### src/rtl/regfile_cells.sv
// regfile_cells -- 8 x 16-bit register file built from leaf cells.
//
// Leaf cells (all in this file):
//   dfrl      1-bit register, synchronous active-high reset, load enable
//   demux8    1-to-8 enable decoder, o[k] = i when {j2,j1,j0} == k
//   mux8      8-to-1 bit selector, o = i[{j2,j1,j0}]
// Composites:
//   reg16     16 dfrl cells sharing one load
//   mux128_16 16 mux8 cells: one 16-bit read port over 8 registers
//   reg_file  demux8 write decode + 8 reg16 + two mux128_16 read ports
//
// Top ports (regfile_cells):
//   clk        in   rising-edge clock
//   reset      in   synchronous active-high clear of all registers
//   wr         in   write strobe; register wr_addr loads wr_data at the edge
//   wr_addr    in   [2:0] write register index
//   wr_data    in   [15:0] write data
//   rd_addr_a  in   [2:0] read port A index
//   rd_addr_b  in   [2:0] read port B index
//   rd_data_a  out  [15:0] combinational read data, port A
//   rd_data_b  out  [15:0] combinational read data, port B
//
// The cells have no handshake: writes are single-cycle strobes and reads
// are purely combinational, so new data is visible right after the edge
// that sampled wr=1.

module dfrl (
  input  logic clk,
  input  logic reset,
  input  logic load,
  input  logic in,
  output logic out
);
  logic out_d;
  logic out_q;

  always_comb begin
    out_d = out_q;
    if (load) out_d = in;
  end

  // Reset wins over load when both are high on the same edge.
  always_ff @(posedge clk) begin
    if (reset) out_q <= 1'b0;
    else       out_q <= out_d;
  end

  assign out = out_q;
endmodule

module demux8 (
  input  logic       i,
  input  logic       j2,
  input  logic       j1,
  input  logic       j0,
  output logic [0:7] o
);
  // AND of the enable with a minterm decode: when i is 0 every output is a
  // hard 0 even if the select bits are unknown, so a disabled write can
  // never reach a register load.
  for (genvar k = 0; k < 8; k++) begin : g_dec
    localparam logic [2:0] SEL = 3'(k);
    assign o[k] = i & (j2 ~^ SEL[2]) & (j1 ~^ SEL[1]) & (j0 ~^ SEL[0]);
  end
endmodule

module mux8 (
  input  logic [0:7] i,
  input  logic       j2,
  input  logic       j1,
  input  logic       j0,
  output logic       o
);
  // Three levels of 2:1 muxes: j0 picks within pairs, j1 within quads,
  // j2 between halves.
  logic [0:3] lvl1;
  logic [0:1] lvl2;

  assign lvl1[0] = j0 ? i[1] : i[0];
  assign lvl1[1] = j0 ? i[3] : i[2];
  assign lvl1[2] = j0 ? i[5] : i[4];
  assign lvl1[3] = j0 ? i[7] : i[6];
  assign lvl2[0] = j1 ? lvl1[1] : lvl1[0];
  assign lvl2[1] = j1 ? lvl1[3] : lvl1[2];
  assign o       = j2 ? lvl2[1] : lvl2[0];
endmodule

module reg16 (
  input  logic        clk,
  input  logic        reset,
  input  logic        load,
  input  logic [15:0] d,
  output logic [15:0] q
);
  for (genvar b = 0; b < 16; b++) begin : g_bit
    dfrl u_cell (
      .clk   (clk),
      .reset (reset),
      .load  (load),
      .in    (d[b]),
      .out   (q[b])
    );
  end
endmodule

module mux128_16 (
  input  logic [127:0] regs,   // register k occupies regs[16*k +: 16]
  input  logic [2:0]   sel,
  output logic [15:0]  o
);
  for (genvar b = 0; b < 16; b++) begin : g_bit
    // Gather bit b of every register; register k lands at column index k.
    logic [0:7] col;
    for (genvar k = 0; k < 8; k++) begin : g_col
      assign col[k] = regs[16*k + b];
    end
    mux8 u_mux (
      .i  (col),
      .j2 (sel[2]),
      .j1 (sel[1]),
      .j0 (sel[0]),
      .o  (o[b])
    );
  end
endmodule

module reg_file (
  input  logic        clk,
  input  logic        reset,
  input  logic        wr,
  input  logic [2:0]  wr_addr,
  input  logic [15:0] wr_data,
  input  logic [2:0]  rd_addr_a,
  input  logic [2:0]  rd_addr_b,
  output logic [15:0] rd_data_a,
  output logic [15:0] rd_data_b
);
  logic [0:7]   load;
  logic [127:0] regs;

  demux8 u_wr_dec (
    .i  (wr),
    .j2 (wr_addr[2]),
    .j1 (wr_addr[1]),
    .j0 (wr_addr[0]),
    .o  (load)
  );

  for (genvar k = 0; k < 8; k++) begin : g_reg
    reg16 u_reg (
      .clk   (clk),
      .reset (reset),
      .load  (load[k]),
      .d     (wr_data),
      .q     (regs[16*k +: 16])
    );
  end

  mux128_16 u_rd_a (
    .regs (regs),
    .sel  (rd_addr_a),
    .o    (rd_data_a)
  );

  mux128_16 u_rd_b (
    .regs (regs),
    .sel  (rd_addr_b),
    .o    (rd_data_b)
  );
endmodule

module regfile_cells (
  input  logic        clk,
  input  logic        reset,
  input  logic        wr,
  input  logic [2:0]  wr_addr,
  input  logic [15:0] wr_data,
  input  logic [2:0]  rd_addr_a,
  input  logic [2:0]  rd_addr_b,
  output logic [15:0] rd_data_a,
  output logic [15:0] rd_data_b
);
  reg_file u_rf (
    .clk       (clk),
    .reset     (reset),
    .wr        (wr),
    .wr_addr   (wr_addr),
    .wr_data   (wr_data),
    .rd_addr_a (rd_addr_a),
    .rd_addr_b (rd_addr_b),
    .rd_data_a (rd_data_a),
    .rd_data_b (rd_data_b)
  );
endmodule

### config.mk
export PLATFORM = sky130hd
export DESIGN_NAME = regfile_cells
export DESIGN_NICKNAME = d
export VERILOG_FILES = /design/src/rtl/regfile_cells.sv
export SDC_FILE = /design/constraint.sdc
export NUM_CORES = 1
export LEC_CHECK = 0
export CAP_MARGIN = 20
export CORE_UTILIZATION = 45
export CTS_CLUSTER_DIAMETER = 50
export CTS_CLUSTER_SIZE = 20
export DETAILED_ROUTE_END_ITERATION = 7
export PLACE_DENSITY = 0.7
export SETUP_SLACK_MARGIN = 0.02
export SLEW_MARGIN = 20
export SYNTH_ARGS = -nofsm -noshare
export SYNTH_HDL_FRONTEND = slang
export SYNTH_SLANG_ARGS = --single-unit
### constraint.sdc
create_clock -name clk -period 4.64 [get_ports clk]
set_input_delay 1.392 -clock clk [delete_from_list [all_inputs] [get_ports clk]]
set_output_delay 1.392 -clock clk [all_outputs]
set_load 0.005 [all_outputs]
# After elaboration in Yosys (flattened, before gate mapping)
# Index checks and enable logic that the tools add are counted.
[classes] mux=224 n_bitwise=17
[ops] cell="$mux W1" n=224
[ops] cell="$and A1 B1 Y1" n=14
[ops] cell="$not A1 Y1" n=3
[totals] ff_bits=128 in_bits=28 output_inout_bits=32 word_cells=369

# Longest topological paths before layout
# Gate-level depths: netlist of the first run.
[logic_depth] word_depth=4 mapped_depth=6

# Modules after synthesis
# Synthesis of the first run repeated with hierarchy kept, for this count alone.
[unflattened] cells_unflattened=488 area_unflattened_um2=6461.2
[by_module_without_submodules] module="dfrl" n_inst=128 cells_each=3 area_per_inst_um2=33.8 seq_area_each_um2=20.0
[by_module_without_submodules] module="mux8" n_inst=32 cells_each=3 area_per_inst_um2=63.8 seq_area_each_um2=0.0
[by_module_without_submodules] module="demux8" n_inst=1 cells_each=8 area_per_inst_um2=95.1 seq_area_each_um2=0.0

# Worst setup path after synthesis of the first run
# No wires, ideal clock.
[synth_timing] path_type="input to output" from="input port rd_addr_a[2]" to="output port rd_data_a[9]" t_arrival_ps=2597 t_required_ps=3248 setup_slack_ps=651 path_stages=6 cell_sequence="buf_2 > buf_6 > buf_2 > mux4_2 > mux2_2 > buf_4"
[synth_between] elab_chain_len=1
[synth_lines] item="start, declared" line_no="178" rtl="input logic [2:0] rd_addr_a,"
[synth_lines] item="$mux W1" line_no="85" rtl="assign o = j2 ? lvl2[1] : lvl2[0];"
[synth_lines] item="end, declared" line_no="180" rtl="output logic [15:0] rd_data_a,"
# Every way passes these cells.

# Worst setup path after layout of the first run
[layout_timing] from="input port rd_addr_a[2]" to="output port rd_data_a[13]"
# The elaborated chain is that of the path after synthesis.

==> results of run 1 <==
-- power groups by stage --
| stage | logic (mW) | registers [mW] | clock network [mW] |
|---|---|---|---|
| after global routing | 0.278 | 1.14 | 1.44 |
| after global placement | 0.246 | 1.16 | 0 |
| after detailed placement | 0.252 | 1.16 | 0 |
| after CTS | 0.261 | 1.14 | 1.38 |
| final | 0.263 | 1.14 | 1.38 |
| after floorplan | 0.180 | 1.16 | 0 |
-- stage by stage --
step,instances,total power [mW]
floorplan,737,1.34
global placement,895,1.41
detailed placement,895,1.41
CTS,929,2.79
global route,929,2.86
finish,929,2.78
-- critical path, delay by kind of cell --
family	cells	cell delay, ps
mux	2	760
buf+inv	3	1050
-- kinds of logic (layout without fill, tap and decap cells) --
kind of cell	Yosys count	after routing	share of synthesized area
DFF	128	128	0.365
and+or+nand+nor	272	272	0.162
muxes	96	96	0.277
AOI/OAI and AO/OA	128	128	0.0914
buffers and inverters	113	117	0.104
-- routing by layer --
| metal | part of all wire | global-route usage | vias to the layer above |
|---|---|---|---|
| li1 | - | - | 2527 |
| met1 | 0.38 | 0.309 | 2702 |
| met2 | 0.50 | 0.420 | 305 |
| met3 | 0.085 | 0.0493 | 54 |
| met4 | 0.028 | 0.114 | 0 |
| met5 | 0 | 0 | - |
-- layout by cell type, fill, tap and decap left out --
cell type	count
clkbuf_8	4
clkinvlp_4	3
or4b_1	1
buf_2	2
bufinv_16	3
dlygate4sd2_1	1
clkbuf_16	17
nand4b_1	3
a21oi_1	128
nand4bb_1	3
clkbuf_1	1
buf_4	15
dfxtp_1	128
clkinv_2	4
nor4b_4	1
nand2_1	256
clkdlybuf4s15_1	1
nand4_1	1
and4b_1	3
bufbuf_16	2
mux2_2	32
buf_12	8
buf_6	2
mux4_1	38
clkdlybuf4s50_1	54
and4bb_2	3
mux4_2	26
and4_1	1
-- area by class of cell --
class,count,share of cell area
well taps,188,0.0292
clock inverters,10,0.0164
repair buffers,85,0.115
flip-flops and latches,128,0.318
clock buffers,22,0.0600
multi-input cells,496,0.461
-- what timing repair did --
action	in CTS	in global routing
gates cloned	2	0
gates resized for setup	3	1
endpoints found under the setup margin	32	3
-- worst min path at each step --
| stage | startpoint | end | cells after the start |
|---|---|---|---|
| global placement | u_rf.g_reg[6].u_reg.g_bit[11].u_cell.out$_SDFFE_PP0P_ | u_rf.g_reg[6].u_reg.g_bit[11].u_cell.out$_SDFFE_PP0P_ | 2 |
| detailed placement | u_rf.g_reg[5].u_reg.g_bit[5].u_cell.out$_SDFFE_PP0P_ | u_rf.g_reg[5].u_reg.g_bit[5].u_cell.out$_SDFFE_PP0P_ | 2 |
| CTS | u_rf.g_reg[1].u_reg.g_bit[5].u_cell.out$_SDFFE_PP0P_ | u_rf.g_reg[1].u_reg.g_bit[5].u_cell.out$_SDFFE_PP0P_ | 2 |
| floorplan | u_rf.g_reg[1].u_reg.g_bit[1].u_cell.out$_SDFFE_PP0P_ | u_rf.g_reg[1].u_reg.g_bit[1].u_cell.out$_SDFFE_PP0P_ | 2 |
| finish | u_rf.g_reg[5].u_reg.g_bit[1].u_cell.out$_SDFFE_PP0P_ | u_rf.g_reg[5].u_reg.g_bit[1].u_cell.out$_SDFFE_PP0P_ | 2 |
| global route | u_rf.g_reg[2].u_reg.g_bit[13].u_cell.out$_SDFFE_PP0P_ | u_rf.g_reg[2].u_reg.g_bit[13].u_cell.out$_SDFFE_PP0P_ | 2 |
==> impl_metrics.toml, run 1 <==
[logic_synthesis]
synth-seq-cells = 128
synth_top_area_frac = 0.365
ys_seq_area_frac = 0.365
synthArstFlopShare = 0
yosys.area.top_type = "dfxtp_1"
netlist_top_cells_count = "nand2_1 (256), a21oi_1 (128), dfxtp_1 (128)"
ys_warn_count = 0
synth_edf_count = 0
postSynthAreaPerCell_sq_um = 9.51
synth.most_common_cell = "nand2_1"
syn-instance-count = 737
syn-num-nets = 765
synth_cell_types = 19
synthTopCellsByArea = "dfxtp_1 (37%), mux4_1 (14%), nand2_1 (14%)"
synth_ff_type = "dfxtp_1"
syn_area_sq_mm = 0.00701

[place]
place_congestion = 0.749
dp_hpwl_mm = 11.3
pre_cts_ws_ps = -92.8
port_buffers = 59
placed_cell_area_sq_mm = 0.00738

[power]
p_sw_frac = 0.229
p_per_area_mw_per_mm2 = 345
peakVddDrop_mv = 0.180
power.internal_mw = 2.15
leakage_nw = 2.96
power_frac_comb = 0.094
clockPowerShare = 0.496
p_seq_frac = 0.409
switchingPower_uw = 639

[timing]
tightestPinTransition_ps = 986
setup_ws_ps = 40.1
fin_crit_sh = 0.991
finalSetupViolations = 0
rsz0062_at_grt = "no"
max_freq_ghz = 0.217
max_slew_margin = 0.342
fin_tns_setup_ps = 0
hold_violations = 0
fin_skew_ps = 0
maxSlewViolCount = 0
hold_ws_ps = 468
finalCriticalPeriod_ps = 4600

[cells_and_area]
fill_cells = 1314
final_util = 0.531
design_area_sq_mm = 0.00807
syn2layout_area_growth_pct = 15.0
largest_reg_flops = 128
diodes = 0
fin_nets = 756
multiInputGateArea_sq_mm = 0.00372
seq_area_sq_mm = 0.00256
drive_gt1_frac = 0.165

[setup_path]
path_max_fanout = 6
crit_path_max_incr_delay_ps = 490
rr_worst_depth = 2
rrSetupSlack_ps = 3930
r2r_end = "u_rf.g_reg[6].u_reg.g_bit[11].u_cell.out$_SDFFE_PP0P_"
worst-endpoint-arrival_ps = 3210
crit_required_ps = 3250
endpoint = "rd_data_a[13]"
crit_chain = "clkdlybuf4s15_1 -> bufbuf_16 -> mux4_2 -> mux2_2 -> clkdlybuf4s50_1"
cpMaxStageDelayCell = "mux4_2"
r2r-start = "u_rf.g_reg[6].u_reg.g_bit[11].u_cell.out$_SDFFE_PP0P_"
critPathLaunch = "rd_addr_a[2]"
worst_setup_path_start_kind = "input port"
critPathKind = "input port to output pin"
end_kind = "output pin"

[global_route]
overflow = 0
antenna_found_initial = 0
grt_pass1_vias = 5589
grt_usage = 0.249
grt_max_degree = 129
grt_pass1_wl_mm = 30.0

[clock_network]
clk_pin_slew_ps = 50
htreeDepth = 4
cts_setup_buffers = 0
insertion_delay_ps = 410
cts_hold_buf = 0
cts_buffer_depth = 2
cts_made_buffers = 17
clockRootBuffer = "clkbuf_16"
cts_tree = "yes"
clock_sinks = 128

[route]
drt_iter0_drc = 771
drc = 0
vias = 5588
wire_per_inst_um = 21.0
routed_wl_mm = 19.5
detail-route-antenna-nets = 0
via_per_inst = 6.02
first_pass_iters = 7

[floorplan]
die_h_um = 127
coreArea_sq_mm = 0.0152
pin_count = 60
chipWidth_um = 127
fp-row-count = 45
fp.dieArea_sq_mm = 0.0161
initial_core_util = 0.461

[outcome]
status = "finished clean"

[job]
maxCapViolCount = 0

[hold_path]
hp-class = "register to register"
Note: power is estimated with default switching activity, not from simulation.
==> run 2, diff against run 1 <==
PLACE_DENSITY = 0.73   (was 0.7)
SYNTH_HIERARCHICAL = 1   (was unset)
==> run 2 against run 1 <==
Net effect: register-to-register slack is essentially flat; clock skew unchanged; first-iteration DRC count fell by 63%; die area decreased by 7.7%; global-route usage shrank 2.2 points; sequential share of layout area decreased by 0.37 points; critical path depth unchanged; routed wire length decreased by 15%; largest power group unchanged; highest routed layer unchanged.
==> impl_metrics.toml, run 2 <==
[logic_synthesis]
syn-num-nets = 516
postSynthAreaPerCell_sq_um = 13.2
synth-seq-cells = 128
synth_top_area_frac = 0.397
synth_ff_type = "dfxtp_1"
synth_edf_count = 0
syn-instance-count = 488
ys_seq_area_frac = 0.397
yosys.area.top_type = "dfxtp_1"
syn_area_sq_mm = 0.00646
netlist_top_cells_count = "dfxtp_1 (128), mux2i_1 (128), nor2_1 (128)"
synth_cell_types = 11
synthArstFlopShare = 0
ys_warn_count = 6
synthTopCellsByArea = "dfxtp_1 (40%), mux4_1 (26%), mux2i_1 (20%)"

[setup_path]
critPathKind = "input port to output pin"
rr_worst_depth = 2
r2r_end = "u_rf/g_reg[2].u_reg/g_bit[8].u_cell/out$_SDFFE_PP0P_"
r2r-start = "u_rf/g_reg[2].u_reg/g_bit[8].u_cell/out$_SDFFE_PP0P_"
path_max_fanout = 16
crit_required_ps = 3250
worst_setup_path_start_kind = "input port"
critPathLaunch = "rd_addr_b[0]"
end_kind = "output pin"
worst-endpoint-arrival_ps = 3130
rrSetupSlack_ps = 3930

[global_route]
overflow = 0
grt_pass1_vias = 4617
antenna_found_initial = 0
grt_max_degree = 73
grt_pass1_wl_mm = 24.7
grt_usage = 0.227

[job]
maxCapViolCount = 0

[clock_network]
clk_pin_slew_ps = 50
cts_tree = "yes"
insertion_delay_ps = 420
clock_sinks = 128
clockRootBuffer = "clkbuf_16"
cts_buffer_depth = 2
htreeDepth = 4
cts_hold_buf = 0
cts_made_buffers = 17

[cells_and_area]
largest_reg_flops = 128
syn2layout_area_growth_pct = 26.3
diodes = 0
drive_gt1_frac = 0.148
fin_nets = 610
layout_common_cells = "mux2i_1 (128), nor2_1 (128), dfxtp_1 (128)"
final_util = 0.586

[timing]
finalSetupViolations = 0
tightestPinTransition_ps = 778
fin_crit_sh = 0.975
rsz0062_at_grt = "no"
hold_violations = 0
fin_skew_ps = 0
fin_tns_setup_ps = 0
max_slew_margin = 0.481
max_freq_ghz = 0.221
maxSlewViolCount = 0
finalCriticalPeriod_ps = 4520

[hold_path]
hold_path_depth = 2
hp-class = "register to register"
hold_end = "u_rf/g_reg[1].u_reg/g_bit[0].u_cell/out$_SDFFE_PP0P_"
hp-start = "u_rf/g_reg[1].u_reg/g_bit[0].u_cell/out$_SDFFE_PP0P_"

[route]
detail-route-antenna-nets = 0
drt_iter0_drc = 289
vias = 4620
routed_wl_mm = 16.6
first_pass_iters = 5
wire_per_inst_um = 21.4
via_per_inst = 5.96
drc = 0

[power]
p_per_area_mw_per_mm2 = 344
p_sw_frac = 0.230
leakage_nw = 3.24
power.internal_mw = 2.16
power_frac_comb = 0.091
peakVddDrop_mv = 0.235
clockPowerShare = 0.503
switchingPower_uw = 645
p_seq_frac = 0.406

[floorplan]
pin_count = 60
initial_core_util = 0.464
die_h_um = 122
coreArea_sq_mm = 0.0139
fp.dieArea_sq_mm = 0.0148
chipWidth_um = 122
fp-row-count = 43

[place]
dp_hpwl_mm = 9.46
place_congestion = 0.785
port_buffers = 59

[outcome]
status = "finished clean"
[run 2: changes by cell type in the layout (fill, tap and decap cells not counted), moves of 26 or more]
cell	before	now
mux2i_1	0	128
a21oi_1	128	0
nand2_1	256	0
nor2_1	0	128
mux4_2	26	0
mux4_1	38	64
[run 2: logic make-up after synthesis]
logic type | after synthesis | synth area share
multiplexers | 224 | 0.514
flip-flops | 128 | 0.397
AND/OR/NAND/NOR | 136 | 0.0891
[run 2: power groups by stage]
stage	Clock, mW	Combinational [mW]	Sequential [mW]
after global routing	1.48	0.270	1.14
final	1.41	0.256	1.14
after floorplan	0	0.107	1.16
after detailed placement	0	0.247	1.16
after CTS	1.43	0.249	1.14
after global placement	0	0.241	1.16
[run 2: cell type report]
cell class / count / area [sq um]
multi-input cells: 360 / 3910
fillers: 1075 / 5770
flip-flops and latches: 128 / 2560
repair buffers: 75 / 838
clock inverters: 14 / 189
well taps: 180 / 225
clock buffers: 18 / 439
[run 2: per-layer routing]
layer  track usage  share of wire  routed length [um]
met1         0.291           0.44                7290
met2         0.380           0.49                8220
met3        0.0482          0.054                 905
met4        0.0779          0.011                 189
met5             0              0                   0
[run 2: worst max-delay path by stage]
| stage | endpoint | slack (ps) |
|---|---|---|
| CTS | rd_data_a[8] | 20 |
| floorplan | rd_data_a[0] | 1070 |
| global route | rd_data_b[5] | 70 |
| global placement | rd_data_a[8] | 50 |
| detailed placement | rd_data_a[8] | 20 |
| finish | rd_data_b[2] | 120 |
[run 2: stage by stage]
stage	setup WS, ps	area, sq um	hold slack (ps)	std cells	total power, mW
finish	116	8160	509	775	2.81
global route	66.3	8160	532	775	2.89
CTS	20.1	8110	512	773	2.82
detailed placement	23.6	7480	491	741	1.41
global placement	48.0	7480	478	741	1.40
floorplan	1070	6460	466	488	1.26
[run 2: repair_timing]
action | CTS | global route
endpoints found under the setup margin | 0 | 16
setup buffers | 0 | 0
gates resized for setup | 0 | 2
[run 2: critical path, cell delays in order]
cell and delay, ps:
buf_2 190, buf_12 200, mux4_1 580, mux2_2 290, clkdlybuf4s50_1 470
==> run 3, diff against run 2 <==
TNS_END_PERCENT = 5   (was unset)
==> run 3 against run 2 <==
Net effect: clock power about the same; worst setup slack worse by 83 ps; register-to-register slack about the same; clock skew unchanged; core utilization down 0.25 points; sequential share of layout area up 0.14 points; sequential power about the same; critical path depth unchanged; final cell count down 0.13%; global-route usage unchanged; non-clock buffer count down 1; first-iteration DRC count up 2.4%; critical path type unchanged; critical endpoint is now rd_data_b[1].
==> impl_metrics.toml, run 3 (synthesis results as in run 2) <==
[cells_and_area]
instances_no_fill = 774
drive_gt1_frac = 0.153
fin_nets = 609
layout_common_cells = "mux2i_1 (128), nor2_1 (128), dfxtp_1 (128)"
syn2layout_area_growth_pct = 25.8
diodes = 0
largest_reg_flops = 128

[clock_network]
htreeDepth = 4
cts_setup_buffers = 0
cts-resized-gates = 0
cts_tree = "yes"
insertion_delay_ps = 410
clk_pin_slew_ps = 50
clockRootBuffer = "clkbuf_16"
clock_sinks = 128
cts_hold_buf = 0
cts_buffer_depth = 2
cts_made_buffers = 17

[place]
place_congestion = 0.785
port_buffers = 59
dp_hpwl_mm = 9.46
placed_cells = 741

[power]
p_seq_frac = 0.407
leakage_nw = 3.25
power_frac_comb = 0.090
clockPowerShare = 0.503
power.internal_mw = 2.16
p_per_area_mw_per_mm2 = 345
peakVddDrop_mv = 0.235
p_sw_frac = 0.228
switchingPower_uw = 639

[route]
drt_iter0_drc = 296
routed_wl_mm = 16.3
via_per_inst = 5.93
wire_per_inst_um = 21.1
vias = 4593
first_pass_iters = 4
drc = 0
detail-route-antenna-nets = 0

[outcome]
status = "finished clean"

[setup_path]
critPathKind = "input port to output pin"
rrSetupSlack_ps = 3930
crit_required_ps = 3250
end_kind = "output pin"
rr_worst_depth = 2
r2r-start = "u_rf/g_reg[7].u_reg/g_bit[8].u_cell/out$_SDFFE_PP0P_"
endpoint = "rd_data_b[1]"
worst_setup_path_start_kind = "input port"
r2r_end = "u_rf/g_reg[7].u_reg/g_bit[8].u_cell/out$_SDFFE_PP0P_"
path_max_fanout = 32
worst-endpoint-arrival_ps = 3220
critPathLaunch = "rd_addr_b[2]"

[job]
maxCapViolCount = 0

[timing]
fin_crit_sh = 0.993
hold_violations = 0
max_freq_ghz = 0.217
finalSetupViolations = 0
fin_tns_setup_ps = 0
maxSlewViolCount = 0
rsz0062_at_grt = "yes"
tightestPinTransition_ps = 778
finalCriticalPeriod_ps = 4610
fin_skew_ps = 0
max_slew_margin = 0.481

[global_route]
grt_usage = 0.227
antenna_found_initial = 0
overflow = 0
grt_pass1_wl_mm = 24.7
grt_pass1_vias = 4617
grt_max_degree = 73

[floorplan]
chipWidth_um = 122
pin_count = 60
die_h_um = 122
fp-row-count = 43
initial_core_util = 0.464
fp.dieArea_sq_mm = 0.0148
coreArea_sq_mm = 0.0139

[hold_path]
hold_path_depth = 2
hp-class = "register to register"
[run 3: routing by layer]
| layer | routed length (um) | part of all wire | up-vias | global-route usage |
|---|---|---|---|---|
| met4 | 164 | 0.010 | 0 | 0.0779 |
| met3 | 864 | 0.053 | 16 | 0.0482 |
| li1 | - | - | 2107 | - |
| met1 | 7210 | 0.44 | 2316 | 0.291 |
| met5 | 0 | 0 | - | 0 |
| met2 | 8080 | 0.50 | 154 | 0.380 |
[run 3: power by group through the flow]
stage | clock, mW | sequential, mW | combinational (mW)
after global routing | 1.48 | 1.14 | 0.267
after CTS | 1.43 | 1.14 | 0.249
after floorplan | 0 | 1.16 | 0.107
final | 1.41 | 1.14 | 0.252
after global placement | 0 | 1.16 | 0.241
after detailed placement | 0 | 1.16 | 0.247
[run 3: per-stage QoR]
| stage | area [sq um] | hold slack [ps] | total power, mW | utilization | setup slack, ps |
|---|---|---|---|---|---|
| 2_1_floorplan | 6460 | 466 | 1.26 | - | 1070 |
| 3_3_place_gp | 7480 | 478 | 1.40 | 0.537 | 48.0 |
| 3_5_place_dp | 7480 | 491 | 1.41 | 0.537 | 23.6 |
| 4_1_cts | 8110 | 512 | 2.82 | 0.582 | 20.1 |
| 5_1_grt | 8130 | 532 | 2.89 | 0.583 | 13.5 |
| 6_report | 8130 | 508 | 2.80 | 0.583 | 32.7 |
[run 3: area by class of cell]
class,count,area [sq um]
Clock inverter,14,189
Sequential cell,128,2560
Multi-Input combinational cell,360,3890
Timing Repair Buffer,74,818
Clock buffer,18,439
Fill cell,1082,5810
Tap cell,180,225
[run 3: worst min path at each step]
stage | startpoint | to | slack [ps]
final | u_rf/g_reg[0].u_reg/g_bit[3].u_cell/out$_SDFFE_PP0P_ | u_rf/g_reg[0].u_reg/g_bit[3].u_cell/out$_SDFFE_PP0P_ | 510
after global routing | u_rf/g_reg[3].u_reg/g_bit[5].u_cell/out$_SDFFE_PP0P_ | u_rf/g_reg[3].u_reg/g_bit[5].u_cell/out$_SDFFE_PP0P_ | 530
after CTS | u_rf/g_reg[2].u_reg/g_bit[3].u_cell/out$_SDFFE_PP0P_ | u_rf/g_reg[2].u_reg/g_bit[3].u_cell/out$_SDFFE_PP0P_ | 510
after detailed placement | u_rf/g_reg[2].u_reg/g_bit[14].u_cell/out$_SDFFE_PP0P_ | u_rf/g_reg[2].u_reg/g_bit[14].u_cell/out$_SDFFE_PP0P_ | 490
after global placement | u_rf/g_reg[1].u_reg/g_bit[2].u_cell/out$_SDFFE_PP0P_ | u_rf/g_reg[1].u_reg/g_bit[2].u_cell/out$_SDFFE_PP0P_ | 480
after floorplan | u_rf/g_reg[1].u_reg/g_bit[0].u_cell/out$_SDFFE_PP0P_ | u_rf/g_reg[1].u_reg/g_bit[0].u_cell/out$_SDFFE_PP0P_ | 470
[run 3: critical path, cell delays in order]
cell	delay, ps
clkdlybuf4s50_1	500
buf_12	220
mux4_1	320
mux2_2	310
clkdlybuf4s50_1	450
